`src/rtl/data_mem_ctrl.sv`:
```
// Load/store front end for the data memory: buffers stores and drains them in idle cycles.
// Loads forward from the youngest matching buffered store and return one cycle after acceptance.
module data_mem_ctrl #(
    parameter int DEPTH     = 4,
    parameter int ADDR_BITS = 8
) (
    input  logic        clk,
    input  logic        rst_n,
    input  logic        req_valid,
    output logic        req_ready,
    input  logic        req_we,
    input  logic        req_size,
    input  logic        req_signed,
    input  logic [31:0] req_addr,
    input  logic [31:0] req_wdata,
    output logic        rsp_valid,
    output logic [31:0] rsp_data,
    output logic        wb_empty,
    output logic        wb_full,
    output logic [31:0] mem_Address,
    output logic [31:0] mem_Write_data,
    output logic [1:0]  mem_MemWrite,
    output logic [1:0]  mem_MemRead,
    input  logic [31:0] mem_Read_data
);
    localparam int PTR_W = $clog2(DEPTH);
    localparam logic [PTR_W:0] FULL_CNT = (PTR_W + 1)'(DEPTH);

    // Handshake: a request transfers on a posedge where req_valid && req_ready.
    logic [31:0]      buf_addr [DEPTH];
    logic [31:0]      buf_data [DEPTH];
    logic             buf_byte [DEPTH];
    logic [PTR_W-1:0] head;
    logic [PTR_W-1:0] tail;
    logic [PTR_W:0]   count;

    logic             fwd_hit;
    logic             fwd_byte;
    logic [31:0]      fwd_data;
    logic [PTR_W-1:0] idx;
    logic             hazard;
    logic             load_acc;
    logic             store_acc;
    logic             drain;
    logic [7:0]       load_byte;
    logic [31:0]      load_result;

    // Walk oldest to youngest so the last match seen is the youngest entry.
    always_comb begin
        fwd_hit  = 1'b0;
        fwd_byte = 1'b0;
        fwd_data = '0;
        idx      = '0;
        for (int i = 0; i < DEPTH; i++) begin
            idx = head + PTR_W'(i);
            if (((PTR_W + 1)'(i) < count) &&
                (buf_addr[idx][ADDR_BITS-1:0] == req_addr[ADDR_BITS-1:0])) begin
                fwd_hit  = 1'b1;
                fwd_byte = buf_byte[idx];
                fwd_data = buf_data[idx];
            end
        end
    end

    assign hazard    = fwd_hit && fwd_byte && !req_size;
    assign wb_full   = (count == FULL_CNT);
    assign wb_empty  = (count == '0);
    assign req_ready = req_we ? !wb_full : !hazard;
    assign load_acc  = req_valid && req_ready && !req_we;
    assign store_acc = req_valid && req_ready && req_we;
    assign drain     = !load_acc && !wb_empty;

    assign load_byte   = fwd_hit ? fwd_data[7:0] : mem_Read_data[7:0];
    assign load_result = req_size ? {{24{req_signed & load_byte[7]}}, load_byte}
                                  : (fwd_hit ? fwd_data : mem_Read_data);

    // Gated by rst_n so an asserted reset silences the memory without waiting for a clock.
    always_comb begin
        mem_Address    = '0;
        mem_Write_data = '0;
        mem_MemWrite   = 2'b00;
        mem_MemRead    = 2'b00;
        if (rst_n) begin
            if (load_acc) begin
                mem_Address = req_addr;
                mem_MemRead = req_size ? 2'b10 : 2'b01;
            end else if (drain) begin
                mem_Address    = buf_addr[head];
                mem_Write_data = buf_data[head];
                mem_MemWrite   = buf_byte[head] ? 2'b10 : 2'b01;
            end
        end
    end

    always_ff @(posedge clk or negedge rst_n) begin
        if (!rst_n) begin
            head      <= '0;
            tail      <= '0;
            count     <= '0;
            rsp_valid <= 1'b0;
            rsp_data  <= '0;
        end else begin
            rsp_valid <= load_acc;
            if (load_acc) rsp_data <= load_result;
            if (store_acc) tail <= tail + 1'b1;
            if (drain) head <= head + 1'b1;
            case ({store_acc, drain})
                2'b10:   count <= count + 1'b1;
                2'b01:   count <= count - 1'b1;
                default: count <= count;
            endcase
        end
    end

    // Entry storage needs no reset: validity is carried entirely by count.
    always_ff @(posedge clk) begin
        if (store_acc) begin
            buf_addr[tail] <= req_addr;
            buf_data[tail] <= req_wdata;
            buf_byte[tail] <= req_size;
        end
    end
endmodule

```
`config.mk`:
```
export PLATFORM = sky130hd
export DESIGN_NAME = data_mem_ctrl
export DESIGN_NICKNAME = d
export VERILOG_FILES = /design/src/rtl/data_mem_ctrl.sv
export SDC_FILE = /design/constraint.sdc
export NUM_CORES = 1
export LEC_CHECK = 0
export BUFFER_PORTS_ARGS = -buffer_cell sky130_fd_sc_hd__buf_4
export CAP_MARGIN = 20
export CORE_MARGIN = 5
export CORE_UTILIZATION = 60
export CTS_CLUSTER_DIAMETER = 200
export DETAILED_ROUTE_END_ITERATION = 10
export HOLD_SLACK_MARGIN = 0.08
export PLACE_DENSITY = 0.92
export SLEW_MARGIN = 10
export SYNTH_ARGS = -nofsm -noshare
export SYNTH_HDL_FRONTEND = slang
export SYNTH_SLANG_ARGS = --single-unit
```
`constraint.sdc`:
```
create_clock -name clk -period 5.62 [get_ports clk]
set_input_delay 0.562 -clock clk [delete_from_list [all_inputs] [get_ports clk]]
set_output_delay 0.562 -clock clk [all_outputs]
set_load 0.1 [all_outputs]
```
[Yosys cells after proc, flatten, opt, wreduce, memory -nomap -nowiden]
Memories as Yosys holds them, arrays and structs flattened.
Index checks and enable logic that the tools add are counted.
Word-level totals
  memories: 3
  register bits after elaboration: 40
  word-level logic and storage cells: 76
  input bits: 102
  bits in writable memories: 260
  output and inout port bits: 104
Operators by class
  reduce and logical (&&, ||, !) cells: 18
  order comparisons: 4
  bitwise gates (word level): 1
  eq/ne operators: 7
  multiplexer cells: 32
  add/sub/neg operators: 6
Memories
  buf_addr: depth 4, width 32, rd ports 4, clocked after Yosys merged registers in 0, wr ports 1, RTL line 30  | logic [31:0] buf_addr [DEPTH];
  buf_data: depth 4, width 32, rd ports 4, clocked after Yosys merged registers in 0, wr ports 1, RTL line 31  | logic [31:0] buf_data [DEPTH];
  buf_byte: depth 4, width 1, rd ports 4, clocked after Yosys merged registers in 0, wr ports 1, RTL line 32  | logic buf_byte [DEPTH];
Operator list (number)
  32-bit 2-to-1 mux: 12
  8-bit == test: 4
  2-bit 2-to-1 mux: 7
  1-bit 2-to-1 mux: 11
  1-bit logical AND: 10
  8-bit 2-to-1 mux: 1
  1-bit zero test: 6
  1-bit by 3-bit less-than comparator with 1-bit output, first input constant: 2
  2-bit by 3-bit less-than comparator with 1-bit output, first input constant: 2
  3-bit case mux with 2 select lines: 1
  2-bit by 1-bit adder with 2-bit output, second input constant: 2
  2-bit adder, second input constant: 2
  3-bit by 1-bit adder with 3-bit output, second input constant: 1
  3-bit == test, second input constant: 1
  3-bit zero test: 1
  3-bit by 1-bit subtractor with 3-bit output, second input constant: 1
  2-bit by 1-bit == test with 1-bit output, second input constant: 1
  2-bit == test, second input constant: 1
  2-bit nonzero test: 1
  1-bit AND: 1

[Longest topological paths before layout]
Gate-level depths: netlist of the first run.
An unclocked memory read counts as a cell.
  depth after elaboration: 18
  mapped depth: 18
  gate-level depth less buffers: 14

[Worst setup path before layout of the first run]
OpenSTA, ideal clock, no wires.
  kind: register to output
  from: register head[1]
  to: output port mem_Write_data[0]
  required time: 5058 ps
  stages on the path, launching flop included: 13
  path slack: 29 ps
  arrival: 5029 ps
  path buffers: 2
  cells stage by stage: dfrtp_1 > buf_6 > buf_6 > mux2i_1 > mux2i_1 > xnor2_1 > o2111ai_1 > nor3_4 > mux2_2 > nor3_1 > a311o_4 > nand3_1 > a211oi_1
Between the ends
  cells in the longest elaborated chain, start to end: 18
  elaborated cells on any way between the ends: 33
  classes of those cells: 3 x add/sub; 4 x eq/ne; 12 x mux; 11 x reduce/logical; 3 x memory
RTL lines
  from (decl): RTL line 33  | logic [PTR_W-1:0] head;
  from (signal assigned): RTL line 106  | if (drain) head <= head + 1'b1;
  2-bit by 1-bit adder with 2-bit output or memory read 4 x 32 bit (tied branches)
  memory read 4 x 32 bit or 8-bit == test (tied branches)
  8-bit == test or 1-bit logical AND (tied branches): RTL line 57, 56
  1-bit logical AND or 1-bit 2-to-1 mux (tied branches): RTL line 56  | if (((PTR_W + 1)'(i) < count) &&
  1-bit 2-to-1 mux (3 in series): RTL line 56
  1-bit logical AND (2 in series): RTL line 65  | assign hazard = fwd_hit && fwd_byte && !req_size;
  1-bit zero test: RTL line 68  | assign req_ready = req_we ? !wb_full : !hazard;
  1-bit 2-to-1 mux: RTL line 68
  1-bit logical AND (2 in series): RTL line 69  | assign load_acc = req_valid && req_ready && !req_we;
  1-bit zero test: RTL line 71  | assign drain = !load_acc && !wb_empty;
  1-bit logical AND: RTL line 71
  32-bit 2-to-1 mux: RTL line 87  | end else if (drain) begin
  32-bit 2-to-1 mux (*): RTL line 84  | if (load_acc) begin
  32-bit 2-to-1 mux (*): RTL line 83  | if (rst_n) begin
  to (decl): RTL line 21  | output logic [31:0] mem_Write_data,
Mark *: on every way between the ends. The rest lies on a longest branch, timed or not.

[Final worst setup path of the first run]
  from: register head[0]
  to: output port mem_Address[16]
Between the ends
  cells in the longest elaborated chain, start to end: 18
  elaborated cells on any way between the ends: 32
  classes of those cells: 3 x add/sub; 4 x eq/ne; 12 x mux; 11 x reduce/logical; 2 x memory
RTL lines
  2-bit by 1-bit adder with 2-bit output or memory read 4 x 32 bit (tied branches)
  memory read 4 x 32 bit or 8-bit == test (tied branches)
  8-bit == test or 1-bit logical AND (tied branches): RTL line 57, 56
  1-bit logical AND or 1-bit 2-to-1 mux (tied branches): RTL line 56
  1-bit 2-to-1 mux (3 in series): RTL line 56
  1-bit logical AND (2 in series): RTL line 65
  1-bit zero test: RTL line 68
  1-bit 2-to-1 mux: RTL line 68
  1-bit logical AND (2 in series): RTL line 69
  1-bit zero test: RTL line 71
  1-bit logical AND: RTL line 71
  32-bit 2-to-1 mux: RTL line 87
  32-bit 2-to-1 mux (*): RTL line 84
  32-bit 2-to-1 mux (*): RTL line 83
  to (decl): RTL line 20  | output logic [31:0] mem_Address,
Marks and branches as above.

==> results of run 1 <==
[sequential cells by signal, summed over array words and instances, names as in the netlist]
name	cells
head	2
buf_data	128
count	3
buf_byte	4
tail	2
buf_addr	128
rsp_data	32
rsp_valid	1
[per-layer routing]
layer  part of all wire, %  wire (um)
met5                 0.031         13
met4                   4.0       1670
met3                   8.4       3490
met2                    49      20400
met1                    38      15800
[through the flow]
stage	worst slack, ps	utilization (%)	cell area [um2]	hold WS [ps]	total power (W)
3_5_place_dp	864	67.5	17700	501	0.00779
3_3_place_gp	909	67.5	17700	493	0.00767
6_report	247	71.1	18600	207	0.00967
5_1_grt	1.30	71.1	18600	190	0.0101
4_1_cts	224	70.9	18600	180	0.00962
2_1_floorplan	29.2	-	16100	266	0.00685
[where the power goes]
group | internal (W) | switching (W)
Clock | 0.00101 | 0.000807
Sequential | 0.00271 | 0.000234
Combinational | 0.00159 | 0.00331
[final cells by class]
class / count / area share, %
clock buffer: 38 / 4.36
antenna: 1 / 0.0134
inverter: 10 / 0.215
timing repair buffer: 230 / 9.45
multi-input combinational: 833 / 36.0
tap: 335 / 2.25
sequential: 300 / 47.3
clock inverter: 17 / 0.410
[timing repair]
action / 4_1_cts / 5_1_grt
setup endpoints to repair: 0 / 22
setup buffers: 0 / 1
hold endpoints to repair: 40 / 0
hold buffers: 1 / 0
[logic make-up after synthesis]
| group | share of synthesized area, % |
|---|---|
| fa+ha+maj | 0.701 |
| compound gates | 12.5 |
| mux | 19.4 |
| buf+inv | 3.51 |
| xor+xnor | 2.51 |
| flops | 54.9 |
| simple gates | 6.53 |
[cell usage in the layout, fill, tap and decap left out, drive strengths merged, types with 4 or more instances in the layout]
master,synthesis,final
edfxtp,260,260
buf,42,229
mux2i,190,190
a211oi,71,71
o21ai,66,66
a21oi,60,60
mux2,58,58
nand2,55,55
nor2,51,51
dfrtp,40,40
a22o,38,38
clkbuf,67,38
xnor2,34,34
and2,31,31
nor3,28,28
mux4,25,25
o22a,24,24
clkinv,0,16
xor2,12,12
inv,10,10
ha,9,9
nand4,9,9
nor2b,8,8
nor4,8,8
a31oi,7,7
and3,7,7
nand3,6,6
a211o,6,6
o211ai,4,4
o31ai,4,4
[worst max-delay path by stage]
stage | startpoint | end | slack [ps] | depth (start not counted)
finish | head[0] | mem_Address[16] | 250 | 8
detailed placement | head[1] | mem_Address[16] | 860 | 13
global route | head[0] | mem_Address[16] | 1 | 9
CTS | head[1] | mem_Address[16] | 220 | 13
floorplan | head[1] | mem_Write_data[0] | 30 | 12
global placement | head[1] | mem_Write_data[6] | 910 | 12
==> impl_metrics.env, run 1 <==
export IMPL_regArea_mm2=0.00882
export IMPL_cp_slowest_stage_delay_ps=890
export IMPL_synthFlopType="edfxtp_1"
export IMPL_yosys_top_cells_area="edfxtp_1, mux2i_1, dfrtp_1"
export IMPL_yosysTopAreaCellShare_pct=48.6
export IMPL_grt_pass1_wl_mm=64.0
export IMPL_rr_worst_depth=12
export IMPL_dp_cells=1705
export IMPL_post_route_period_util_pct=95.6
export IMPL_syn_inst=1252
export IMPL_rows=59
export IMPL_hold_depth=1
export IMPL_path_buf_inv=3
export IMPL_dp_hpwl_mm=25.4
export IMPL_synth_top_cell_by_area="edfxtp_1"
export IMPL_synth_edff_count=260
export IMPL_clock_path_buffers=3
export IMPL_drcViolationCount=0
export IMPL_track_usage_pct=26.4
export IMPL_viasPerCell=6.48
export IMPL_cp_start_kind="flop"
export IMPL_skew_ps=13.5
export IMPL_syn_area_per_cell_um2=12.8
export IMPL_max_freq_mhz=186
export IMPL_antenna_found_initial=2
export IMPL_drive_above_1_share_pct=26.0
export IMPL_power_density_mw_per_mm2=519
export IMPL_finalSetupTns_ps=0
export IMPL_grtUsageMet2_pct=44.7
export IMPL_cts_resized=0
export IMPL_worstHoldEndpoint="buf_data[0][12]"
export IMPL_run_status="finished, final reports clean"
export IMPL_routed_wl_mm=41.4
export IMPL_cts_root_buf="clkbuf_16"
export IMPL_die_height_um=174
export IMPL_met3_usage_pct=5.43
export IMPL_wl_per_cell_um=23.5
export IMPL_grt_start_max_net_pins=95
export IMPL_cellLeakagePower_nw=7.06
export IMPL_synth_top_cells_by_count="edfxtp_1, mux2i_1, a211oi_1, clkbuf_1, o21ai_0"
export IMPL_nets=1516
export IMPL_reg2reg_slack_ps=1220
export IMPL_port_buffers=205
export IMPL_cap_violations=0
export IMPL_irDropWorstVdd_mv=0.431
export IMPL_period_needed_ps=5370
export IMPL_grt_overflow=0
export IMPL_endpoint_kind="output port"
export IMPL_min_path_type="input port to flop"
export IMPL_htreeDepth=1
export IMPL_relSlewSlack_pct=26.3
export IMPL_async_reset_ff_share_pct=13.3
export IMPL_critPathTopFamily="buffers and inverters"
export IMPL_netlist_area_mm2=0.0161
export IMPL_cts_clk_slew_worst_paths_ps=60
export IMPL_worst_slew_pin_slew_ps=1110
export IMPL_clock_latency_ps=560
export IMPL_hold_viol_final=0
export IMPL_final_cell_count_no_fill=1764
export IMPL_fp_dieW_um=174
export IMPL_slew_viol_final=0
export IMPL_drt_first_pass_iters=7
export IMPL_vias=11400
export IMPL_grt_pass1_vias=11600
export IMPL_timing_worst_setup_path_type="flop to output port"
export IMPL_drtIter0Drc=1212
export IMPL_multi_input_area_mm2=0.00671
export IMPL_cp_max_fo=94
export IMPL_r2r_start="head[0]"
export IMPL_yosysWarnings=0
export IMPL_crit_arrival_ps=4810
export IMPL_r2r_end="count[2]"
export IMPL_seq_area_frac_synth_pct=54.9
export IMPL_n_fill_cell=1690
export IMPL_cts_buffers=30
export IMPL_area_growth_pct=16.1
export IMPL_rsz0062_at_grt="no"
export IMPL_fp_dieArea_mm2=0.0301
export IMPL_cpMostUsedCell="buf_4"
export IMPL_cts_tree="built"
export IMPL_ant_nets=0
export IMPL_grt_use_met1_pct=33.5
export IMPL_ioPinCount=206
export IMPL_synth_seq_cells=300
export IMPL_worstHoldStart="req_wdata[12]"
export IMPL_worst_path_max_delay_cell="buf_4"
export IMPL_core_mm2=0.0262
export IMPL_synth_nets=1363
export IMPL_path_cells="buf_4 > o21ai_0 > o31ai_1 > a311o_4 > and3_4 > buf_4 > a22o_1 > buf_4"
export IMPL_start_util_pct=61.3
export IMPL_synth_most_common_cell="edfxtp_1"
export IMPL_setup_viol=0
export IMPL_busiest_layer="met2"
export IMPL_cts_sinks=300
export IMPL_place_congestion=0.879
export IMPL_synth_distinct_cells=60
export IMPL_cp_required_ps=5060
(Power assumes the default switching activity.)
==> run 2, diff against run 1 <==
==> constraint.sdc (replaced) <==
create_clock -name clk -period 5.62 [get_ports clk]
set_input_delay 1.124 -clock clk [delete_from_list [all_inputs] [get_ports clk]]
set_output_delay 1.124 -clock clk [all_outputs]
set_load 0.1 [all_outputs]
==> run 2 against run 1 <==
Against the previous run:
- global-route usage rose by 0.50 points
- design area rose by 1.5%
- first-iteration DRC count fell by 11%
- via count rose by 1.3%
- power rose by 4.0%
- cell count rose by 0.28%
- sequential share of layout area fell by 0.68 points
- die area did not move
- register-to-register slack improved by 250 ps
- setup slack got worse by 44 ps
- critical path type unchanged
- critical endpoint is now mem_Write_data[7]
==> impl_metrics.env, run 2 (synthesis results as in run 1) <==
export IMPL_run_status="finished, final reports clean"
export IMPL_dp_cells=1705
export IMPL_post_route_period_util_pct=96.4
export IMPL_grt_pass1_vias=11800
export IMPL_p_sw_share_pct=44.4
export IMPL_seqPwrFrac_pct=28.6
export IMPL_worst_slew_pin_slew_ps=1140
export IMPL_cp_required_ps=4500
export IMPL_busiest_layer="met2"
export IMPL_routed_wl_mm=42.6
export IMPL_endpoint_kind="output port"
export IMPL_total_power_w=0.0101
export IMPL_rows=59
export IMPL_met3_usage_pct=5.34
export IMPL_vias=11600
export IMPL_grt_use_met1_pct=32.8
export IMPL_power_share_combinational_pct=50.6
export IMPL_wl_per_cell_um=24.1
export IMPL_clock_latency_ps=560
export IMPL_mostFrequentLayoutCell="edfxtp_1"
export IMPL_slew_viol_final=0
export IMPL_viasPerCell=6.54
export IMPL_antenna_found_initial=2
export IMPL_ioPinCount=206
export IMPL_cp_max_fo=22
export IMPL_nets=1519
export IMPL_fp_dieW_um=174
export IMPL_finalSetupTns_ps=0
export IMPL_timing_worst_setup_path_type="flop to output port"
export IMPL_period_needed_ps=5420
export IMPL_power_switching_w=0.00446
export IMPL_power_density_mw_per_mm2=532
export IMPL_cp_start_kind="flop"
export IMPL_skew_ps=24.9
export IMPL_cts_sinks=300
export IMPL_n_fill_cell=1619
export IMPL_irDropWorstVdd_mv=0.374
export IMPL_grt_start_max_net_pins=194
export IMPL_ant_nets=0
export IMPL_die_height_um=174
export IMPL_grt_overflow=0
export IMPL_track_usage_pct=26.9
export IMPL_drt_first_pass_iters=5
export IMPL_relSlewSlack_pct=24.1
export IMPL_cts_hold_buf=0
export IMPL_cap_violations=0
export IMPL_grtUsageMet2_pct=45.8
export IMPL_cellLeakagePower_nw=7.16
export IMPL_area_growth_pct=17.8
export IMPL_drtIter0Drc=1084
export IMPL_max_freq_mhz=185
export IMPL_min_path_type="flop to flop"
export IMPL_cts_buffers=31
export IMPL_rsz0062_at_grt="no"
export IMPL_cts_tree="built"
export IMPL_start_util_pct=61.3
export IMPL_layout_common_cells="edfxtp_1, buf_4, mux2i_1"
export IMPL_setup_viol=0
export IMPL_dp_hpwl_mm=25.4
export IMPL_drcViolationCount=0
export IMPL_drive_above_1_share_pct=27.6
export IMPL_cts_clk_slew_worst_paths_ps=60
export IMPL_final_cell_count_no_fill=1769
export IMPL_cts_root_buf="clkbuf_16"
export IMPL_core_mm2=0.0262
export IMPL_htreeDepth=1
export IMPL_top_regs="buf_addr: 128 flops, buf_data: 128 flops, rsp_data: 32 flops"
export IMPL_clock_path_buffers=3
export IMPL_crit_arrival_ps=4290
export IMPL_power_frac_clock_pct=20.8
export IMPL_fp_dieArea_mm2=0.0301
export IMPL_hold_viol_final=0
export IMPL_power_internal_w=0.00559
export IMPL_place_congestion=0.863
export IMPL_port_buffers=205
export IMPL_grt_pass1_wl_mm=64.7
[run 2: changes by cell type in the layout (fill, tap and decap cells not counted), sizes merged]
| cell | change |
|---|---|
| buf | +3 |
| bufinv | +4 |
| clkinv | -5 |
| clkinvlp | +2 |
| dlygate4sd3 | -1 |
| inv | +2 |
[run 2: worst max-delay path, cell delays in order, from the launching register on]
cell	delay, ps
dfrtp_4	530
buf_4	180
mux2i_1	260
xnor2_1	140
or3_1	350
a211oi_1	340
nand2_1	190
o31ai_1	420
a311o_4	310
and3_4	210
buf_4	260
and3_1	290
buf_6	250
[run 2: path summary, 6_finish.rpt]
path / start / to / slack, ps / cells after the start
max: head[1] / mem_Write_data[7] / 200 / 12
min: rsp_data[6] / rsp_data[6] / 500 / 1
max reg2reg: head[1] / count[2] / 1470 / 16
min reg2reg: rsp_data[6] / rsp_data[6] / 500 / 1
max in group asynchronous: rst_n / head[1] / 4480 / 1
min in group asynchronous: rst_n / rsp_data[19] / 620 / 1
[run 2: metrics by stage]
step	hold WS, ps	setup WS (ps)	area, um2	utilization (%)
2_1_floorplan	515	-209	16100	-
3_3_place_gp	477	449	17700	67.7
3_5_place_dp	483	337	17700	67.7
4_1_cts	496	42.4	18800	71.9
5_1_grt	508	5.46	18900	72.2
6_report	497	203	18900	72.2
[run 2: cell type report]
type                       count  area [um2]  area share [%]
sequential                   300        8820            46.6
multi-input combinational    833        6760            35.8
timing repair buffer         232        1820            9.65
clock buffer                  38         832            4.40
tap                          335         419            2.22
clock inverter                20         213            1.12
inverter                      10        40.0           0.212
antenna                        1        2.50          0.0132
[run 2: per-layer routing]
layer,up-vias,wire (um)
met1,5670,15800
met2,601,21100
met5,-,20
met4,2,2080
met3,144,3540
li1,5154,-
[run 2: timing repair]
| item | in CTS | in global routing |
|---|---|---|
| gates resized for setup | 2 | 9 |
| setup buffers | 2 | 3 |
| endpoints found under the setup margin | 38 | 66 |
[run 2: power groups by stage]
stage | Clock [W] | Sequential [W] | Combinational, W
floorplan | 0 | 0.00315 | 0.00372
CTS | 0.00211 | 0.00290 | 0.00497
finish | 0.00209 | 0.00288 | 0.00509
detailed placement | 0 | 0.00298 | 0.00486
global placement | 0 | 0.00296 | 0.00475
global route | 0.00220 | 0.00290 | 0.00535
==> run 3, diff against run 2 <==
- BUFFER_PORTS_ARGS: -buffer_cell sky130_fd_sc_hd__buf_4 -> -buffer_cell sky130_fd_sc_hd__buf_2
- MAX_ROUTING_LAYER: not set -> met4
==> run 3 against run 2 <==
Against the previous run:
- power up 4.8%
- register-to-register slack worse by 230 ps
- routed wire length increased by 6.0%
- count of clock-buffer cells in the layout up 7
- critical path type unchanged
- critical endpoint is now mem_Address[14]
- largest cell class unchanged
==> impl_metrics.env, run 3 (synthesis results as in run 1) <==
export IMPL_run_status="finished, final reports clean"
export IMPL_grt_pass1_wl_mm=68.5
export IMPL_cp_max_fo=33
export IMPL_skew_ps=40.0
export IMPL_final_cell_count_no_fill=1778
export IMPL_grt_overflow=0
export IMPL_drive_above_1_share_pct=27.2
export IMPL_slew_viol_final=0
export IMPL_period_needed_ps=5490
export IMPL_power_density_mw_per_mm2=542
export IMPL_clock_latency_ps=570
export IMPL_rr_worst_depth=16
export IMPL_mostFrequentLayoutCell="edfxtp_1"
export IMPL_critPathTopFamily="simple AND/OR/NAND/NOR gates"
export IMPL_rsz0062_at_grt="no"
export IMPL_fp_dieArea_mm2=0.0301
export IMPL_crit_arrival_ps=4360
export IMPL_grt_start_max_net_pins=192
export IMPL_cts_hold_buf=0
export IMPL_power_switching_w=0.00458
export IMPL_path_cells="buf_12 > mux2i_1 > xnor2_1 > nor4_1 > mux2i_1 > nor3_4 > buf_6 > and3_1 > nor3_2 > a311o_4 > inv_4 > and2_1 > buf_12 > a22o_1 > buf_12"
export IMPL_p_sw_share_pct=43.5
export IMPL_cts_clk_slew_worst_paths_ps=70
export IMPL_clock_path_buffers=3
export IMPL_n_fill_cell=1500
export IMPL_ioPinCount=206
export IMPL_antenna_found_initial=10
export IMPL_layout_common_cells="edfxtp_1, mux2i_1, buf_2"
export IMPL_cp_start_kind="flop"
export IMPL_setup_viol=0
export IMPL_power_frac_clock_pct=19.9
export IMPL_cts_root_buf="clkbuf_16"
export IMPL_cap_violations=0
export IMPL_rows=59
export IMPL_dp_cells=1704
export IMPL_seqPwrFrac_pct=27.3
export IMPL_fp_dieW_um=174
export IMPL_finalSetupTns_ps=0
export IMPL_routed_wl_mm=45.1
export IMPL_core_mm2=0.0262
export IMPL_cp_slowest_stage_delay_ps=500
export IMPL_post_route_period_util_pct=97.6
export IMPL_path_buf_inv=5
export IMPL_relSlewSlack_pct=23.6
export IMPL_irDropWorstVdd_mv=0.513
export IMPL_viasPerCell=6.73
export IMPL_min_path_type="input port to async pin"
export IMPL_top_regs="buf_addr: 128 flops, buf_data: 128 flops, rsp_data: 32 flops"
export IMPL_power_internal_w=0.00595
export IMPL_area_growth_pct=21.2
export IMPL_cts_tree="built"
export IMPL_drt_first_pass_iters=6
export IMPL_max_freq_mhz=182
export IMPL_htreeDepth=1
export IMPL_cts_sinks=300
export IMPL_worst_slew_pin_slew_ps=1150
export IMPL_power_share_combinational_pct=52.8
export IMPL_port_buffers=205
export IMPL_place_congestion=0.852
export IMPL_cellLeakagePower_nw=7.28
export IMPL_met2WireLength_mm=22.3
export IMPL_cts_buffers=30
export IMPL_track_usage_pct=29.6
export IMPL_timing_worst_setup_path_type="flop to output port"
export IMPL_die_height_um=174
export IMPL_reg2reg_slack_ps=1240
export IMPL_drcViolationCount=0
export IMPL_drtIter0Drc=1300
export IMPL_dr_wl_met3_mm=3.98
export IMPL_cpMostUsedCell="buf_12"
export IMPL_dp_hpwl_mm=26.4
export IMPL_grt_pass1_vias=12100
export IMPL_r2r_end="count[2]"
export IMPL_r2r_start="head[1]"
export IMPL_endpoint_kind="output port"
export IMPL_start_util_pct=61.3
export IMPL_hold_viol_final=0
export IMPL_vias=12000
export IMPL_highest_layer="met4"
export IMPL_nets=1520
export IMPL_cp_required_ps=4500
export IMPL_m1WireLength_mm=16.5
export IMPL_wl_per_cell_um=25.4
export IMPL_ant_nets=0
export IMPL_worst_path_max_delay_cell="dfrtp_4"
[run 3: cell count changes in the layout (fill, tap and decap cells not counted), sizes merged]
cell,change
clkinv,-6
diode,+9
buf,+1
bufinv,+1
inv,-2
clkinvlp,-2
clkbuf,+7
and3,+1
[run 3: timing repair]
| action | CTS | global route |
|---|---|---|
| setup buffers | 4 | 3 |
| resized for setup | 1 | 7 |
| endpoints found under the setup margin | 47 | 37 |
| pin swaps | 0 | 1 |
| cloned | 1 | 0 |
| hold endpoints to repair | 0 | 0 |
[run 3: metrics by stage]
step | power (W) | instance area (um2) | util, % | setup WS [ps] | hold WS, ps
6_report | 0.0105 | 19500 | 74.2 | 132 | 452
5_1_grt | 0.0109 | 19500 | 74.2 | 21.9 | 441
4_1_cts | 0.0105 | 19400 | 73.9 | 70.1 | 436
3_5_place_dp | 0.00828 | 18300 | 69.7 | 209 | 494
3_3_place_gp | 0.00812 | 18300 | 69.7 | 331 | 474
2_1_floorplan | 0.00687 | 16100 | - | -209 | 515
[run 3: final cells by class]
cell class / instances / area [um2] / area share (%)
clock buffer: 45 / 848 / 4.36
timing repair buffer: 233 / 2360 / 12.1
multi-input combinational: 834 / 6770 / 34.8
antenna: 10 / 25.0 / 0.129
sequential: 300 / 8820 / 45.3
tap: 335 / 419 / 2.15
clock inverter: 11 / 181 / 0.933
inverter: 10 / 40.0 / 0.206
[run 3: how the worst max path moves through the flow]
stage                startpoint            endpoint  slack [ps]  cells after the start
CTS                     head[1]      mem_MemRead[0]          70                     15
detailed placement  req_addr[2]      mem_MemRead[0]         210                     14
global route            head[1]     mem_Address[30]          20                     15
global placement    req_addr[6]  mem_Write_data[10]         330                     12
floorplan           req_addr[6]   mem_Write_data[0]        -210                     10
finish                  head[1]     mem_Address[14]         130                     15
[run 3: power groups by stage]
stage	sequential [W]	clock (W)	combinational, W
after floorplan	0.00315	0	0.00372
after global placement	0.00296	0	0.00516
after detailed placement	0.00299	0	0.00529
after CTS	0.00289	0.00211	0.00546
after global routing	0.00290	0.00220	0.00580
final	0.00288	0.00210	0.00556
[run 3: metal layers]
metal  up-vias  GRT usage, %
met4         0          14.4
met1      5845          35.0
met2       754          48.8
li1       5186             -
met5         -             -
met3       177          5.93
